==> src/rtl/alarm_responder.sv <==
// Alarm responder: turns the alarm timer's beeb trigger into a buzzer pattern with ack/snooze handling.
// Optional ALARM_AUTO_SNOOZE_EN: an unanswered ring auto-snoozes while snoozes remain.
module alarm_responder #(
  parameter int unsigned SNOOZE_SECS  = 5,
  parameter int unsigned MAX_SNOOZE   = 3,
  parameter int unsigned RING_TIMEOUT = 20,
  parameter int unsigned BUZZ_ON      = 2,
  parameter int unsigned BUZZ_OFF     = 1
) (
  input  logic                                clock,
  input  logic                                reset,
  input  logic                                beeb,
  input  logic                                ack,
  input  logic                                snooze,
  output logic                                buzzer,
  output logic                                ringing,
  output logic                                snoozing,
  output logic [$clog2(MAX_SNOOZE+1)-1:0]     snooze_cnt,
  output logic                                missed
);

  localparam int unsigned PERIOD = BUZZ_ON + BUZZ_OFF;
  localparam int unsigned PW     = $clog2(PERIOD + 1);
  localparam int unsigned RW     = $clog2(RING_TIMEOUT + 1);
  localparam int unsigned SW     = $clog2(SNOOZE_SECS + 1);
  localparam int unsigned CW     = $clog2(MAX_SNOOZE + 1);

  localparam logic [PW-1:0] PAT_LAST  = PW'(PERIOD - 1);
  localparam logic [PW-1:0] PAT_ON    = PW'(BUZZ_ON);
  localparam logic [RW-1:0] RING_MAX  = RW'(RING_TIMEOUT);
  localparam logic [SW-1:0] SNZ_LOAD  = SW'(SNOOZE_SECS);
  localparam logic [CW-1:0] CNT_MAX   = CW'(MAX_SNOOZE);

  typedef enum logic [1:0] {IDLE, RING, SNOOZE} state_t;

  state_t          state_q, state_n;
  logic            beeb_d;
  logic [PW-1:0]   pat_q, pat_n;
  logic [RW-1:0]   ring_q, ring_n;
  logic [SW-1:0]   snz_q, snz_n;
  logic [CW-1:0]   cnt_n;
  logic            missed_n;
  logic            enter_ring;
  logic            trig;
  logic            buzzer_n, ringing_n, snoozing_n;

  assign trig = beeb & ~beeb_d;

  // State, timers and registered outputs
  always_ff @(posedge clock or negedge reset) begin
    if (!reset) begin
      state_q    <= IDLE;
      beeb_d     <= 1'b1;
      pat_q      <= '0;
      ring_q     <= '0;
      snz_q      <= '0;
      snooze_cnt <= '0;
      missed     <= 1'b0;
      buzzer     <= 1'b0;
      ringing    <= 1'b0;
      snoozing   <= 1'b0;
    end else begin
      state_q    <= state_n;
      beeb_d     <= beeb;
      pat_q      <= pat_n;
      ring_q     <= ring_n;
      snz_q      <= snz_n;
      snooze_cnt <= cnt_n;
      missed     <= missed_n;
      buzzer     <= buzzer_n;
      ringing    <= ringing_n;
      snoozing   <= snoozing_n;
    end
  end

  // Next-state, timer and output decode
  always_comb begin
    state_n    = state_q;
    pat_n      = pat_q;
    ring_n     = ring_q;
    snz_n      = snz_q;
    cnt_n      = snooze_cnt;
    missed_n   = missed;
    enter_ring = 1'b0;

    case (state_q)
      IDLE: begin
        if (trig) begin
          state_n    = RING;
          enter_ring = 1'b1;
          cnt_n      = '0;
          missed_n   = 1'b0;
        end
      end
      RING: begin
        if (ack) begin
          state_n  = IDLE;
          cnt_n    = '0;
          missed_n = 1'b0;
        end else if (snooze && (snooze_cnt < CNT_MAX)) begin
          state_n = SNOOZE;
          cnt_n   = snooze_cnt + CW'(1);
          snz_n   = SNZ_LOAD;
        end else if (ring_q >= RING_MAX) begin
`ifdef ALARM_AUTO_SNOOZE_EN
          if (snooze_cnt < CNT_MAX) begin
            state_n = SNOOZE;
            cnt_n   = snooze_cnt + CW'(1);
            snz_n   = SNZ_LOAD;
          end else begin
            state_n  = IDLE;
            missed_n = 1'b1;
          end
`else
          state_n  = IDLE;
          missed_n = 1'b1;
`endif
        end else begin
          ring_n = ring_q + RW'(1);
          pat_n  = (pat_q == PAT_LAST) ? '0 : pat_q + PW'(1);
        end
      end
      SNOOZE: begin
        if (ack) begin
          state_n = IDLE;
          cnt_n   = '0;
        end else if (trig || (snz_q <= SW'(1))) begin
          state_n    = RING;
          enter_ring = 1'b1;
        end else begin
          snz_n = snz_q - SW'(1);
        end
      end
      default: state_n = IDLE;
    endcase

    // ring_q counts RING cycles including the current one, so entry loads 1
    if (enter_ring) begin
      pat_n  = '0;
      ring_n = RW'(1);
    end
    if (state_n != RING) begin
      pat_n  = '0;
      ring_n = '0;
    end
    if (state_n != SNOOZE) begin
      snz_n = '0;
    end

    ringing_n  = (state_n == RING);
    snoozing_n = (state_n == SNOOZE);
    buzzer_n   = (state_n == RING) && (pat_n < PAT_ON);
  end

endmodule

==> config.mk <==
export PLATFORM = sky130hd
export DESIGN_NAME = alarm_responder
export DESIGN_NICKNAME = d
export VERILOG_FILES = /design/src/rtl/alarm_responder.sv
export SDC_FILE = /design/constraint.sdc
export NUM_CORES = 1
export LEC_CHECK = 0
export CAP_MARGIN = 20
export CORE_ASPECT_RATIO = 1.5
export CORE_UTILIZATION = 35
export DETAILED_ROUTE_END_ITERATION = 8
export GPL_ROUTABILITY_DRIVEN = 0
export PLACE_DENSITY = 0.6
export SETUP_SLACK_MARGIN = 0.02
export SYNTH_ARGS = -nofsm -noshare
export SYNTH_HDL_FRONTEND = slang
export SYNTH_SLANG_ARGS = --single-unit
==> constraint.sdc <==
create_clock -name clock -period 2.7 [get_ports clock]
set_input_delay 0.405 -clock clock [delete_from_list [all_inputs] [get_ports clock]]
set_output_delay 0.405 -clock clock [all_outputs]
set_load 0.005 [all_outputs]
==> flow_metrics.env, run 1 <==
export IMPL_status="complete, no violations"
export IMPL_p_seq_share_pct=52.7
export IMPL_antenna_found_initial=0
export IMPL_drtIter0Drc=5
export IMPL_maxSlewViolCount=0
export IMPL_synth_cell_types=37
export IMPL_grt_usage_pct=14.5
export IMPL_setup_viol=0
export IMPL_hpwl_um=1270
export IMPL_critPathCapture="snooze_cnt[0]"
export IMPL_critPathBufInv=1
export IMPL_crit_family="buffers and inverters"
export IMPL_cts_tree="done"
export IMPL_postSynthNetCount=98
export IMPL_cp_depth=1
export IMPL_rows=23
export IMPL_htreeDepth=1
export IMPL_power_density_nw_per_um2=523
export IMPL_synth_area_top_cells="dfrtp_1 (46%), ha_1 (6.4%), inv_1 (3.5%)"
export IMPL_fmax_mhz=620
export IMPL_yosys_warnings=0
export IMPL_worst_ir_drop_vdd_uv=440
export IMPL_start_util_pct=36.8
export IMPL_avgViaCountPerCell=4.77
export IMPL_ys_top_cells_by_count="dfrtp_1 (18), inv_1 (9), nor2_1 (6)"
export IMPL_cts_resized=0
export IMPL_clkLatencyLatePin_ps=250
export IMPL_diodes=0
export IMPL_cts_hold_buffers=0
export IMPL_synth_top_area_share_pct=46.3
export IMPL_grt_ovfl_total=0
export IMPL_die_y_um=66.6
export IMPL_critPathArrivalTime_ps=1210
export IMPL_root_buffer="clkbuf_8"
export IMPL_cp_start_kind="flip-flop"
export IMPL_path_cells="clkdlybuf4s50_1"
export IMPL_switching_share_pct=25.2
export IMPL_port_buffers=10
export IMPL_rsz0062_at_grt="false"
export IMPL_p_int_w=0.000451
export IMPL_wl_per_cell_um=12.4
export IMPL_max_stage_delay_ps=530
export IMPL_setup_worst_path_end_class="output port"
export IMPL_hold_path_class="flip-flop to flip-flop"
export IMPL_clockBufferDepth=2
export IMPL_drive_gt1_share_pct=14.0
export IMPL_setup_ws_ps=1090
export IMPL_grt_start_max_net_pins=20
export IMPL_die_w_um=45.1
export IMPL_reg2reg_from="snz_q[0]$_DFFE_PN0P_"
export IMPL_syn_area_per_cell_um2=11.1
export IMPL_die_area_um2=3000
export IMPL_fp_coreArea_um2=2650
export IMPL_cp_max_fo=5
export IMPL_synth_area_um2=973
export IMPL_critPathKind="flip-flop to output port"
export IMPL_cts_buffers_inserted=3
export IMPL_cts_sinks=19
export IMPL_fin_skew_ps=1.20
export IMPL_leakage_nw=0.476
export IMPL_placed_cells_incl_taps=133
export IMPL_grt_pass1_vias=707
export IMPL_reg2reg_setup_slack_ps=1280
export IMPL_r2r_cells=4
export IMPL_ys_seq_area_share_pct=49.0
export IMPL_synth_edf_count=0
export IMPL_power_switching_w=0.000152
export IMPL_cts_setup_buffers=0
export IMPL_clkPwrFrac_pct=32.4
export IMPL_fin_crit_ps=1610
export IMPL_tightest_slew_ps=838
export IMPL_cp_startpoint="snooze_cnt[0]$_DFFE_PN0P_"
export IMPL_drt_wl_total_um=1700
export IMPL_worst_slew_margin_rel_pct=44.0
export IMPL_async_flop_share_pct=100
export IMPL_synth_top_cell_by_area="dfrtp_1"
export IMPL_nets=111
export IMPL_pre_cts_ws_ps=1010
export IMPL_maxCapViolCount=0
export IMPL_yosysMostFrequentCell="dfrtp_1"
export IMPL_drt_pass1_iterations=4
export IMPL_synthCells=88
export IMPL_report_final_hold_viol_count=0
export IMPL_slowest_stage="clkdlybuf4s50_1"
export IMPL_setup_tns_final_ps=0
export IMPL_syn2layout_area_growth_pct=18.4
export IMPL_synthFlopType="dfrtp_1"
export IMPL_worstReg2RegEnd="snz_q[2]$_DFFE_PN0P_"
export IMPL_min_period_over_period_pct=59.7
export IMPL_drcViolationCount=0
export IMPL_grt_first_pass_wirelength_um=3040
export IMPL_fin_cells=137
export IMPL_comb_power_share_pct=14.9
export IMPL_whs_ps=453
export IMPL_crit_required_ps=2300
export IMPL_ys_ff_latch=19
export IMPL_clk_pin_slew_ps=70
export IMPL_drtAntennaViolNets=0
export IMPL_post_route_util_pct=43.5
export IMPL_vias=653
export IMPL_ios=11
## stage by stage
stage	power, W	cell area [um2]
3_3_place_gp	0.000413	1110
4_1_cts	0.000610	1150
3_5_place_dp	0.000414	1110
2_1_floorplan	0.000375	973
6_report	0.000603	1150
5_1_grt	0.000639	1150
## power by group through the flow
| stage | combinational [W] | sequential (W) | clock [W] |
|---|---|---|---|
| detailed placement | 0.0000912 | 0.000323 | 0 |
| floorplan | 0.0000560 | 0.000319 | 0 |
| global route | 0.000101 | 0.000320 | 0.000217 |
| finish | 0.0000897 | 0.000318 | 0.000196 |
| global placement | 0.0000900 | 0.000323 | 0 |
| CTS | 0.0000917 | 0.000318 | 0.000201 |
## flip-flops by register name, indices dropped and copies added (netlist names)
signal	flops
beeb_d	1
buzzer	1
missed	1
pat_q	2
ring_q	5
ringing	1
snooze_cnt	2
snoozing	1
snz_q	3
state_q	2
## cell usage in the layout, fill, tap and decap left out, types with 2 or more instances in the layout
cell	synthesis	layout
dfrtp_1	18	18
clkdlybuf4s50_1	0	10
inv_1	9	9
nor2_1	6	6
ha_1	5	5
nand2_1	4	4
a21oi_1	4	4
nor2b_1	3	3
nand2b_1	3	3
nand3_1	3	3
clkbuf_8	0	3
o21ai_2	2	2
o21ai_0	2	2
o22ai_1	2	2
o31ai_1	2	2
xnor2_1	2	2
## cell type report
cell class | count | area, um2
inverter | 9 | 33.8
multi-input combinational | 58 | 450
timing repair buffer | 10 | 100
sequential | 19 | 477
tap | 37 | 46.3
clock buffer | 4 | 45.0
fill | 269 | 1500
## routing by layer
layer / global-route usage [%] / up-vias / part of all wire (%)
met5: 0 / - / 0
met4: 11.4 / 0 / 3.4
met3: 2.44 / 4 / 1.0
met2: 23.6 / 5 / 53
met1: 16.0 / 316 / 43
li1: - / 328 / -
## how the worst min path moves through the flow
stage                      endpoint  depth (start not counted)                 start  slack [ps]
2_1_floorplan      buzzer$_DFF_PN0_                          0                 reset         110
3_3_place_gp   pat_q[0]$_DFFE_PN0P_                          1  pat_q[0]$_DFFE_PN0P_         420
3_5_place_dp   pat_q[0]$_DFFE_PN0P_                          1  pat_q[0]$_DFFE_PN0P_         440
4_1_cts        pat_q[0]$_DFFE_PN0P_                          1    pat_q[1]$_DFF_PN0_         450
5_1_grt        pat_q[0]$_DFFE_PN0P_                          1    pat_q[1]$_DFF_PN0_         470
6_report       pat_q[0]$_DFFE_PN0P_                          1  pat_q[0]$_DFFE_PN0P_         450
## cell families (layout without fill, tap and decap cells)
group,after synthesis,after routing,share of synthesized area [%]
AOI/OAI and AO/OA,20,20,16.5
xor gates and xnor gates,3,3,2.70
adders and majority gates,5,5,6.43
buffers and inverters,11,23,4.76
DFF,19,19,49.0
muxes,1,1,1.03
and+or+nand+nor,29,29,19.7
Power figures use the tool's default switching activity.
==> inputs of run 2 (changes only) <==
==> constraint.sdc (replaced) <==
create_clock -name clock -period 1.6 [get_ports clock]
set_input_delay 0.24 -clock clock [delete_from_list [all_inputs] [get_ports clock]]
set_output_delay 0.24 -clock clock [all_outputs]
set_load 0.005 [all_outputs]
==> flow_metrics.env, run 2 (synthesis results as in run 1) <==
export IMPL_drcViolationCount=0
export IMPL_placed_cells_incl_taps=135
export IMPL_switching_share_pct=26.1
export IMPL_die_y_um=66.6
export IMPL_p_seq_share_pct=51.9
export IMPL_grt_usage_pct=15.0
export IMPL_clkPwrFrac_pct=33.0
export IMPL_worst_slew_margin_rel_pct=74.8
export IMPL_vias=662
export IMPL_cts_sinks=19
export IMPL_drtAntennaViolNets=0
export IMPL_grt_pass1_vias=712
export IMPL_crit_family="buffers and inverters"
export IMPL_slowest_stage="clkdlybuf4s50_1"
export IMPL_avgViaCountPerCell=4.76
export IMPL_worstReg2RegEnd="snz_q[0]$_DFFE_PN0P_"
export IMPL_clockBufferDepth=2
export IMPL_fin_crit_ps=1450
export IMPL_setup_tns_final_ps=0
export IMPL_power_density_nw_per_um2=881
export IMPL_cts_setup_buffers=0
export IMPL_tightest_slew_ps=378
export IMPL_critPathKind="flip-flop to output port"
export IMPL_hpwl_um=1320
export IMPL_die_w_um=45.1
export IMPL_reg_top3="ring_q x5, snz_q x3"
export IMPL_hold_path_class="input pin to async pin"
export IMPL_largest_register_ff_count=5
export IMPL_regMostFlops="ring_q"
export IMPL_cp_start_kind="flip-flop"
export IMPL_die_area_um2=3000
export IMPL_ios=11
export IMPL_p_int_w=0.000763
export IMPL_n_fill_cell=264
export IMPL_min_period_over_period_pct=90.7
export IMPL_drt_wl_total_um=1720
export IMPL_htreeDepth=1
export IMPL_cp_max_fo=5
export IMPL_r2r_cells=4
export IMPL_fin_cells=139
export IMPL_report_final_hold_viol_count=0
export IMPL_grt_ovfl_total=0
export IMPL_cts_hold_buffers=0
export IMPL_maxSlewViolCount=0
export IMPL_fp_coreArea_um2=2650
export IMPL_root_buffer="clkbuf_8"
export IMPL_setup_worst_path_end_class="output port"
export IMPL_comb_power_share_pct=15.1
export IMPL_drt_pass1_iterations=4
export IMPL_maxCapViolCount=0
export IMPL_rsz0062_at_grt="false"
export IMPL_whs_ps=306
export IMPL_syn2layout_area_growth_pct=20.3
export IMPL_critPathArrivalTime_ps=1210
export IMPL_antenna_found_initial=0
export IMPL_setup_viol=0
export IMPL_drtIter0Drc=15
export IMPL_status="complete, no violations"
export IMPL_clkLatencyLatePin_ps=260
export IMPL_wl_per_cell_um=12.4
export IMPL_critPathBufInv=1
export IMPL_port_buffers=10
export IMPL_fmax_mhz=689
export IMPL_nets=113
export IMPL_leakage_nw=0.484
export IMPL_drive_gt1_share_pct=16.7
export IMPL_grt_start_max_net_pins=20
export IMPL_path_cells="clkdlybuf4s50_1"
export IMPL_max_stage_delay_ps=530
export IMPL_layout_commonest_cell="dfrtp_1"
export IMPL_power_switching_w=0.000269
export IMPL_start_util_pct=36.8
export IMPL_layout_common_cells="dfrtp_1 (18), clkdlybuf4s50_1 (10), inv_1 (9), nor2_1 (6), ha_1 (5)"
export IMPL_reg2reg_from="snz_q[0]$_DFFE_PN0P_"
export IMPL_clk_pin_slew_ps=80
export IMPL_worst_ir_drop_vdd_uv=622
export IMPL_diodes=0
export IMPL_reg2reg_setup_slack_ps=170
export IMPL_rows=23
export IMPL_cts_tree="done"
export IMPL_cts_resized=0
export IMPL_cts_buffers_inserted=3
export IMPL_fin_skew_ps=5.28
export IMPL_grt_first_pass_wirelength_um=3240
export IMPL_crit_required_ps=1360
-- run 2: changes by cell type in the layout (fill, tap and decap cells not counted), sizes merged --
cell	change
clkinvlp	+1
clkbuf	-1
buf	+2
-- run 2: worst max-delay path by stage --
| stage | to | cells past startpoint | slack [ps] | from |
|---|---|---|---|---|
| 2_1_floorplan | snz_q[2]$_DFFE_PN0P_ | 4 | 330 | snz_q[0]$_DFFE_PN0P_ |
| 3_3_place_gp | missed$_DFFE_PN0P_ | 4 | 150 | beeb |
| 3_5_place_dp | missed$_DFFE_PN0P_ | 4 | 100 | beeb |
| 4_1_cts | snooze_cnt[0] | 1 | 130 | snooze_cnt[0]$_DFFE_PN0P_ |
| 5_1_grt | snooze_cnt[0] | 1 | 70 | snooze_cnt[0]$_DFFE_PN0P_ |
| 6_report | snooze_cnt[0] | 1 | 150 | snooze_cnt[0]$_DFFE_PN0P_ |
-- run 2: metrics by stage --
stage / power (W) / util [%] / cell area [um2] / setup slack (ps)
after global routing: 0.00110 / 44.2 / 1170 / 70.8
after detailed placement: 0.000704 / 42.4 / 1120 / 104
after global placement: 0.000700 / 42.4 / 1120 / 146
after CTS: 0.00105 / 44.2 / 1170 / 126
after floorplan: 0.000632 / - / 973 / 326
final: 0.00103 / 44.2 / 1170 / 148
-- run 2: metal layers --
metal / global-route usage [%] / routed length, um
met1: 19.0 / 731
met2: 23.7 / 928
met3: 2.44 / 26
met4: 8.33 / 34
met5: 0 / 0
-- run 2: area by class of cell --
class	count	area [um2]	area share [%]
Sequential cell	19	477	40.7
Clock inverter	1	7.51	0.641
Clock buffer	3	41.3	3.53
Multi-Input combinational cell	58	450	38.5
Tap cell	37	46.3	3.95
Timing Repair Buffer	12	115	9.83
Inverter	9	33.8	2.88
-- run 2: power groups by stage --
stage	Combinational [W]	Sequential [W]	Clock, W
final	0.000156	0.000536	0.000341
after global routing	0.000178	0.000542	0.000380
after CTS	0.000159	0.000536	0.000354
after detailed placement	0.000158	0.000546	0
after global placement	0.000155	0.000545	0
after floorplan	0.0000945	0.000538	0
